--- config.mk ---
export PLATFORM = sky130hd
export DESIGN_NAME = muldiv_unit
export DESIGN_NICKNAME = d
export VERILOG_FILES = /design/src/rtl/muldiv_pkg.sv /design/src/rtl/muldiv_unit.sv
export SDC_FILE = /design/constraint.sdc
export NUM_CORES = 1
export LEC_CHECK = 0
export ABC_AREA = 0
export CAP_MARGIN = 20
export CORE_MARGIN = 2
export CORE_UTILIZATION = 23
export CTS_BUF_LIST = sky130_fd_sc_hd__clkbuf_2 sky130_fd_sc_hd__clkbuf_4 sky130_fd_sc_hd__clkbuf_8
export DETAILED_ROUTE_END_ITERATION = 10
export PLACE_DENSITY = 0.46
export SYNTH_ARGS = -nofsm -noshare
export SYNTH_HDL_FRONTEND = slang
export SYNTH_SLANG_ARGS = --single-unit
--- constraint.sdc ---
create_clock -name clk -period 9 [get_ports clk]
set_input_delay 1.35 -clock clk [delete_from_list [all_inputs] [get_ports clk]]
set_output_delay 1.35 -clock clk [all_outputs]
set_load 0.05 [all_outputs]
--- src/rtl/muldiv_pkg.sv ---
// Shared encodings for the iterative multiply/divide unit: op codes, FSM states
// and the per-operation iteration count.
package muldiv_pkg;

    typedef enum logic [2:0] {
        OP_MULT  = 3'd0,
        OP_MULTU = 3'd1,
        OP_DIV   = 3'd2,
        OP_DIVU  = 3'd3,
        OP_MTHI  = 3'd4,
        OP_MTLO  = 3'd5
    } op_e;

    typedef enum logic [1:0] {
        IDLE = 2'd0,
        CALC = 2'd1,
        FIX  = 2'd2
    } state_e;

    localparam int ITERS = 32;
    localparam int CNT_W = $clog2(ITERS);

endpackage

--- src/rtl/muldiv_unit.sv ---
// Iterative HI/LO multiply/divide unit: one radix-2 step per cycle on magnitudes,
// sign correction in a final FIX cycle, plus direct MTHI/MTLO writes.
module muldiv_unit
    import muldiv_pkg::*;
#(
    parameter int WIDTH = 32
) (
    input  logic             clk,
    input  logic             rst_n,
    input  logic             start,
    input  logic [2:0]       op,
    input  logic [WIDTH-1:0] rs_data,
    input  logic [WIDTH-1:0] rt_data,
    input  logic             cancel,
    output logic [WIDTH-1:0] hi,
    output logic [WIDTH-1:0] lo,
    output logic             busy,
    output logic             done
);

    localparam int AW = 2 * WIDTH;
    localparam int SW = WIDTH + 2;
    localparam logic [CNT_W-1:0] LAST = CNT_W'(ITERS - 1);

    state_e state, state_next;
    logic [CNT_W-1:0] cnt;

    logic [AW-1:0]    acc;
    logic [AW-1:0]    acc_step;
    logic [WIDTH-1:0] opnd;
    logic             is_div;
    logic             neg_lo;
    logic             neg_hi;
    logic             div_zero;

    logic signed [WIDTH-1:0] rs_s;
    logic signed [WIDTH-1:0] rt_s;
    logic             op_arith;
    logic             op_signed;
    logic             op_div;
    logic             idle_go;
    logic             take_arith;
    logic             take_mthi;
    logic             take_mtlo;
    logic             rs_neg;
    logic             rt_neg;
    logic [WIDTH-1:0] rs_mag;
    logic [WIDTH-1:0] rt_mag;

    logic [WIDTH:0]   rem_sh;
    logic [WIDTH:0]   add_a;
    logic [WIDTH:0]   add_b;
    logic [SW-1:0]    add_sum;
    logic             fits;

    function automatic logic [WIDTH-1:0] cond_neg(input logic [WIDTH-1:0] v, input logic n);
        return n ? -v : v;
    endfunction

    function automatic logic [AW-1:0] cond_neg_wide(input logic [AW-1:0] v, input logic n);
        return n ? -v : v;
    endfunction

    assign rs_s = rs_data;
    assign rt_s = rt_data;
    assign busy = (state != IDLE);

    always_comb begin
        op_arith   = op inside {OP_MULT, OP_MULTU, OP_DIV, OP_DIVU};
        op_signed  = (op == OP_MULT) || (op == OP_DIV);
        op_div     = (op == OP_DIV) || (op == OP_DIVU);
        idle_go    = (state == IDLE) && start && !cancel;
        take_arith = idle_go && op_arith;
        take_mthi  = idle_go && (op == OP_MTHI);
        take_mtlo  = idle_go && (op == OP_MTLO);
        rs_neg     = op_signed && (rs_s < 0);
        rt_neg     = op_signed && (rt_s < 0);
        rs_mag     = cond_neg(rs_data, rs_neg);
        rt_mag     = cond_neg(rt_data, rt_neg);
    end

    // One shared adder: multiply adds the multiplicand into the upper half,
    // divide subtracts the divisor from the shifted remainder (carry-out = fits).
    always_comb begin
        rem_sh = acc[AW-1:WIDTH-1];
        if (is_div) begin
            add_a = rem_sh;
            add_b = ~{1'b0, opnd};
        end else begin
            add_a = {1'b0, acc[AW-1:WIDTH]};
            add_b = acc[0] ? {1'b0, opnd} : '0;
        end
        add_sum = {1'b0, add_a} + {1'b0, add_b} + SW'(is_div);
        fits    = add_sum[SW-1];
        if (is_div) begin
            acc_step = {(fits ? add_sum[WIDTH-1:0] : rem_sh[WIDTH-1:0]), acc[WIDTH-2:0], fits};
        end else begin
            acc_step = {add_sum[WIDTH:0], acc[WIDTH-1:1]};
        end
    end

    always_comb begin
        state_next = state;
        unique case (state)
            IDLE:    if (take_arith) state_next = CALC;
            CALC:    if (cancel) state_next = IDLE;
                     else if (cnt == LAST) state_next = FIX;
            FIX:     state_next = IDLE;
            default: state_next = IDLE;
        endcase
    end

    // Control and architectural state
    always_ff @(posedge clk or negedge rst_n) begin
        if (!rst_n) begin
            state <= IDLE;
            cnt   <= '0;
            hi    <= '0;
            lo    <= '0;
            done  <= 1'b0;
        end else begin
            state <= state_next;
            done  <= (state == FIX) && !cancel;
            if (take_arith) begin
                cnt <= '0;
            end else if (state == CALC) begin
                cnt <= cnt + CNT_W'(1);
            end
            if ((state == FIX) && !cancel) begin
                if (is_div) begin
                    lo <= div_zero ? '1 : cond_neg(acc[WIDTH-1:0], neg_lo);
                    hi <= cond_neg(acc[AW-1:WIDTH], neg_hi);
                end else begin
                    {hi, lo} <= cond_neg_wide(acc, neg_lo);
                end
            end else begin
                if (take_mthi) hi <= rs_data;
                if (take_mtlo) lo <= rs_data;
            end
        end
    end

    // Iteration datapath; quotient/multiplier bits live in the low half of acc
    always_ff @(posedge clk) begin
        if (take_arith) begin
            is_div   <= op_div;
            opnd     <= op_div ? rt_mag : rs_mag;
            acc      <= {{WIDTH{1'b0}}, (op_div ? rs_mag : rt_mag)};
            neg_lo   <= rs_neg ^ rt_neg;
            neg_hi   <= op_div ? rs_neg : (rs_neg ^ rt_neg);
            div_zero <= op_div && (rt_data == '0);
        end else if (state == CALC) begin
            acc <= acc_step;
        end
    end

endmodule

# Word level (Yosys, flattened, before mapping)
# Cells that the tools add are included.
[word_totals] ramBits=0 latch_bits=0 output_inout_bits=66 memories=0 reg_bits=172 romBits=0 in_bits=71 elab_cells=83
[classes] n_mul=0 n_lt_le_gt_ge=2 div=0 muxes=28 n_reduce_logical=21 bitwise=2 shifts=0 eq_ne=10 n_addsub=8
[op_table] operator="two-way mux 32 bit" n=17
[op_table] operator="two-way mux 64 bit" n=2
[op_table] operator="negation 32 bit" n=4
[op_table] operator="two-way mux 33 bit" n=2
[op_table] operator="less-than comparator 32 x 1 -> 1 bit, second input constant" n=2
[op_table] operator="negation 64 bit" n=1
[op_table] operator="adder 33 x 33 -> 34 bit" n=1
[op_table] operator="adder 34 x 1 -> 34 bit" n=1
[op_table] operator="NOT 32 -> 33 bit" n=1
[op_table] operator="logical NOT 32 bit" n=1
[op_table] operator="two-way mux 5 bit" n=2
[op_table] operator="logical AND 1 bit" n=9
[op_table] operator="nonzero test 2 bit" n=4
[op_table] operator="== test 3 x 2 -> 1 bit, second input constant" n=2
[op_table] operator="== test 3 bit, second input constant" n=2
[op_table] operator="two-way mux 2 bit" n=3
[op_table] operator="adder 5 x 1 -> 5 bit, second input constant" n=1
[op_table] operator="== test 5 bit, second input constant" n=1
[op_table] operator="case mux 2 bit (2 select lines)" n=1
[op_table] operator="nonzero test 4 bit" n=1
[op_table] operator="== test 3 x 1 -> 1 bit, second input constant" n=1
[op_table] operator="logical NOT 3 bit" n=1
[op_table] operator="inequality test 3 bit, second input constant" n=1
[op_table] operator="== test 2 x 1 -> 1 bit, second input constant" n=1
[op_table] operator="8 further kinds" n=9

# Depth between registers and ports, before layout
[logic_depth] word_depth=8 depth_mapped=17 ltp_nobuf=14

# Worst setup path before layout
# Ideal clock, no wire load.
[synth_timing] path_kind="reg-to-reg" start="reg is_div" end="reg acc[45]" required_ps=8868 path_buffers=6 arrival_time_ps=4301 synth_period_minus_slack_ps=4432 setup_ps=132 path_slack_ps=4568 stages_incl_launch_ff=17 cell_sequence="edfxtp_1 -> clkbuf_1 -> buf_1 -> clkbuf_1 -> mux2_2 -> ha_1 -> clkbuf_1 -> nand4_1 -> nor3_1 -> o211ai_1 -> a311oi_1 -> a31o_2 -> clkbuf_1 -> nor2_1 -> clkbuf_1 -> a221oi_1 -> a21oi_1"
[synth_between] elab_chain_len=5 word_cells_on_any_way=6 classes_between="add/sub: 2; mux: 4"
[synth_lines] item="start, declared" line_no="muldiv_unit.sv:31" rtl="logic is_div;"
[synth_lines] item="start signal, assigned" line_no="muldiv_unit.sv:146" rtl="is_div <= op_div;"
[synth_lines] item="two-way mux 33 bit" line_no="muldiv_unit.sv:86" rtl="if (is_div) begin"
[synth_lines] item="adder 33 x 33 -> 34 bit" line_no="muldiv_unit.sv:93" rtl="add_sum = {1'b0, add_a} + {1'b0, add_b} + SW'(is_div);"
[synth_lines] item="adder 34 x 1 -> 34 bit" line_no="muldiv_unit.sv:93"
[synth_lines] item="two-way mux 32 bit" line_no="muldiv_unit.sv:96" rtl="acc_step = {(fits ? add_sum[WIDTH-1:0] : rem_sh[WIDTH-1:0]), acc[WIDTH-2:0], fits};"
[synth_lines] item="two-way mux 64 bit *" line_no="muldiv_unit.sv:95" rtl="if (is_div) begin"
[synth_lines] item="end signal, assigned" line_no="muldiv_unit.sv:148" rtl="acc <= {{WIDTH{1'b0}}, (op_div ? rs_mag : rt_mag)};"
[synth_lines] item="end signal, assigned" line_no="muldiv_unit.sv:153" rtl="acc <= acc_step;"
[synth_lines] item="end, declared" line_no="muldiv_unit.sv:28" rtl="logic [AW-1:0] acc;"
# Every way passes the cells marked *; elsewhere a longest branch is shown, timed or not.
# A chain may end at the register's enable or synchronous reset.

# Worst setup path in the final report
[layout_timing] start="reg is_div" end="reg acc[48]"
# The elaborated chain is that of the path after synthesis.

==> impl_results.md <==
* Synth top area cells: edfxtp_1, dfrtp_1, nand2_1, o21ai_0, a21oi_1
* Synth area leader: edfxtp_1
* Drt wl/cell at 21.3 um
* First-pass GRT wire length at 79.3 mm
* Clock root cell: clkbuf_8
* Io pins at 137
* Met2 WL at 25.1 mm
* Slew Limit Fails at 0
* Final #Nets at 1,812
* Most common cell after layout, fill and taps aside: nand2_1
* Sequential area share after synthesis at 0.332
* Critical path launch point type: flop
* Fraction of layout cells with a size suffix above 1 at 0.0659
* Bufs on Longest Clock Path at 2
* Vias per std cell at 5.24
* Die footprint at 60,800 um2
* Ys flop type: dfrtp_1
* Setup Total Neg Slack at 0 ns
* Max_slew headroom at 0.296
* Setup crit end kind: flop
* Layout fillers at 6,338
* Final worst-path cycle share at 0.608
* Largest net degree at the start of global routing at 63
* Syn Nets at 1,759
* Core Rows at 88
* Status: finished clean
* WS Path Type: flop to flop
* Total number of vias at 13.0k
* Leakage at 5.73 nW
* Pwr/cell area at 220 nW/um2
* Clk_lat worst skew at 0.52 ns
* 1st-iter DRT viols at 1,127
* Slew @ Worst Pin at 1.05 ns
* Post-CTS sizing at 0
* Worst Hold Class: flop to flop
* Final Setup Violations at 0
* GRT Total Usage at 0.172
* Fmax at 183 MHz
* Share of the synthesized area in the top cell type at 0.151
* Vias in the first global route at 12.4k
* GRT overflow at 0
* RSZ-0062 raised after global routing: no
* Max Cap Viol at 0
* Crit-path max FO at 62
* Total wire length at 52.8 mm
* CTS tree: done
* Synth Cell Area at 13,500 um2
* Post-synth ARST share at 0.419
* PnR worst setup slack at 3.53 ns
* Hold Fails Final Rpt at 0
* Starting Density at 0.234
* Crit path launch: is_div
* Final Critical Period at 5.47 ns
* ANT nets after route at 0
* Core area at 57,900 um2
* Die height at 247 um
* DRC at 0
* Initial antenna violation count at 3
* Clk sinks at 172
* Clock transition at path regs at 0.11 ns
* DP Wirelength at 39.8 mm
* RePlAce Congestion at 0.885
* Seq cells post-synth at 172
* Met3 wire len at 3.03 mm
* Setup bufs post-CTS at 0
* Clock H-tree levels at 4
* Post-synth EDFFs at 68
* Worst EP arrival at 5.87 ns
* Initial DRT Pass Iterations at 5
* Critical hold path startpoint: acc[50]
* M1 WL at 23.9 mm
* Gate Count Post-Synth at 1,649
* Clock skew at 0.0196 ns
* Dpl ws at 3.60 ns
* Synthesis Warnings at 0
* Required time worst endpoint at 9.40 ns
* Layout area overhead at 18.0%
* PortBufs at 136
* Synth cell types at 77
* DIE WIDTH at 247 um
* RR Startpoint: is_div
* Num CTS Buffers at 17
* Top layer in use: met4
* Worst IR drop on VDD at 129 uV
* Count of hold-fix buffers inserted at cts at 0
* Most frequent cells in the layout: nand2_1, o21ai_0, a21oi_1, clkdlybuf4s50_1, nor2_1
* Syn_area_per_cell at 8.20 um2
registers in the layout, summed over array words and instances (netlist names), 2 cells and up:
| register | count |
|---|---|
| opnd | 32 |
| hi | 32 |
| cnt | 5 |
| lo | 32 |
| acc | 64 |
| state | 2 |
metrics by stage:
| stage | cell area, um2 | hold WS [ns] | util | cells | power, mW |
|---|---|---|---|---|---|
| 2_1_floorplan | 13500 | 0.469 | - | 1649 | 2.34 |
| 3_3_place_gp | 15600 | 0.509 | 0.269 | 2447 | 2.92 |
| 3_5_place_dp | 15600 | 0.509 | 0.269 | 2448 | 2.92 |
| 4_1_cts | 16000 | 0.527 | 0.276 | 2480 | 3.52 |
| 5_1_grt | 16000 | 0.561 | 0.276 | 2483 | 3.72 |
| 6_report | 16000 | 0.522 | 0.276 | 2483 | 3.51 |
cell families after synthesis:
| group | Yosys count | synth area share |
|---|---|---|
| buf+inv | 159 | 0.0452 |
| simple gates | 519 | 0.178 |
| mux | 104 | 0.0800 |
| flops | 172 | 0.332 |
| xor+xnor | 144 | 0.0932 |
| fa+ha+maj | 39 | 0.0372 |
| compound gates | 512 | 0.235 |
Yosys cell counts (all sizes together), types with 12 or more instances:
| cell | number |
|---|---|
| nand2b | 12 |
| o31ai | 21 |
| o21ai | 164 |
| clkbuf | 105 |
| a221oi | 27 |
| nand2 | 242 |
| nor2b | 15 |
| nor2 | 89 |
| a32oi | 32 |
| a211oi | 16 |
| dfxtp | 32 |
| nand3 | 27 |
| mux2 | 33 |
| mux2i | 71 |
| edfxtp | 68 |
| buf | 22 |
| or3 | 15 |
| xor2 | 78 |
| nor4 | 16 |
| dfrtp | 72 |
| inv | 32 |
| a21oi | 147 |
| a31oi | 18 |
| xnor2 | 66 |
| nor3 | 40 |
| ha | 37 |
power by group:
part	leakage, nW	total, mW	internal (mW)	switching, mW
clock network	0.200	0.589	0.255	0.333
registers	1.82	1.20	0.986	0.216
logic	3.72	1.71	0.637	1.08
total	5.73	3.51	1.88	1.63
per-layer routing:
layer / track usage / vias up
met2: 0.280 / 412
met4: 0.0388 / 0
met1: 0.233 / 6399
met3: 0.0329 / 40
li1: - / 6148
met5: 0 / -
layout make-up:
| cell class | instances | area [um2] | area share |
|---|---|---|---|
| clock inverter | 13 | 143 | 0.00893 |
| inverter | 32 | 120 | 0.00752 |
| antenna | 3 | 7.51 | 0.000470 |
| tap | 765 | 957 | 0.0600 |
| multi-input combinational | 1318 | 8460 | 0.530 |
| timing repair buffer | 161 | 1540 | 0.0967 |
| sequential | 172 | 4480 | 0.281 |
| clock buffer | 19 | 249 | 0.0156 |
critical path, cell delays in order, from the launching register on:
cell and delay (ns):
edfxtp_1 0.39, buf_4 0.32, inv_1 0.21, buf_4 0.56
o21ai_0 0.21, ha_1 0.48, nand4_1 0.27, nor3_1 0.27
o211ai_1 0.20, a311oi_1 0.54, a31o_2 0.82, nor2_1 0.24
buf_4 0.30, a221oi_1 0.33, o22ai_1 0.12
final timing paths:
kind | end | slack [ns] | cells past startpoint
max in group asynchronous | hi[24] | 7.28 | 2
setup reg to reg | acc[48] | 3.53 | 14
hold / removal | acc[51] | 0.52 | 2
hold reg to reg | acc[51] | 0.52 | 2
setup / recovery | acc[48] | 3.53 | 14
min in group asynchronous | lo[5] | 0.73 | 1
No activity file was read; power rests on OpenSTA's default activity.
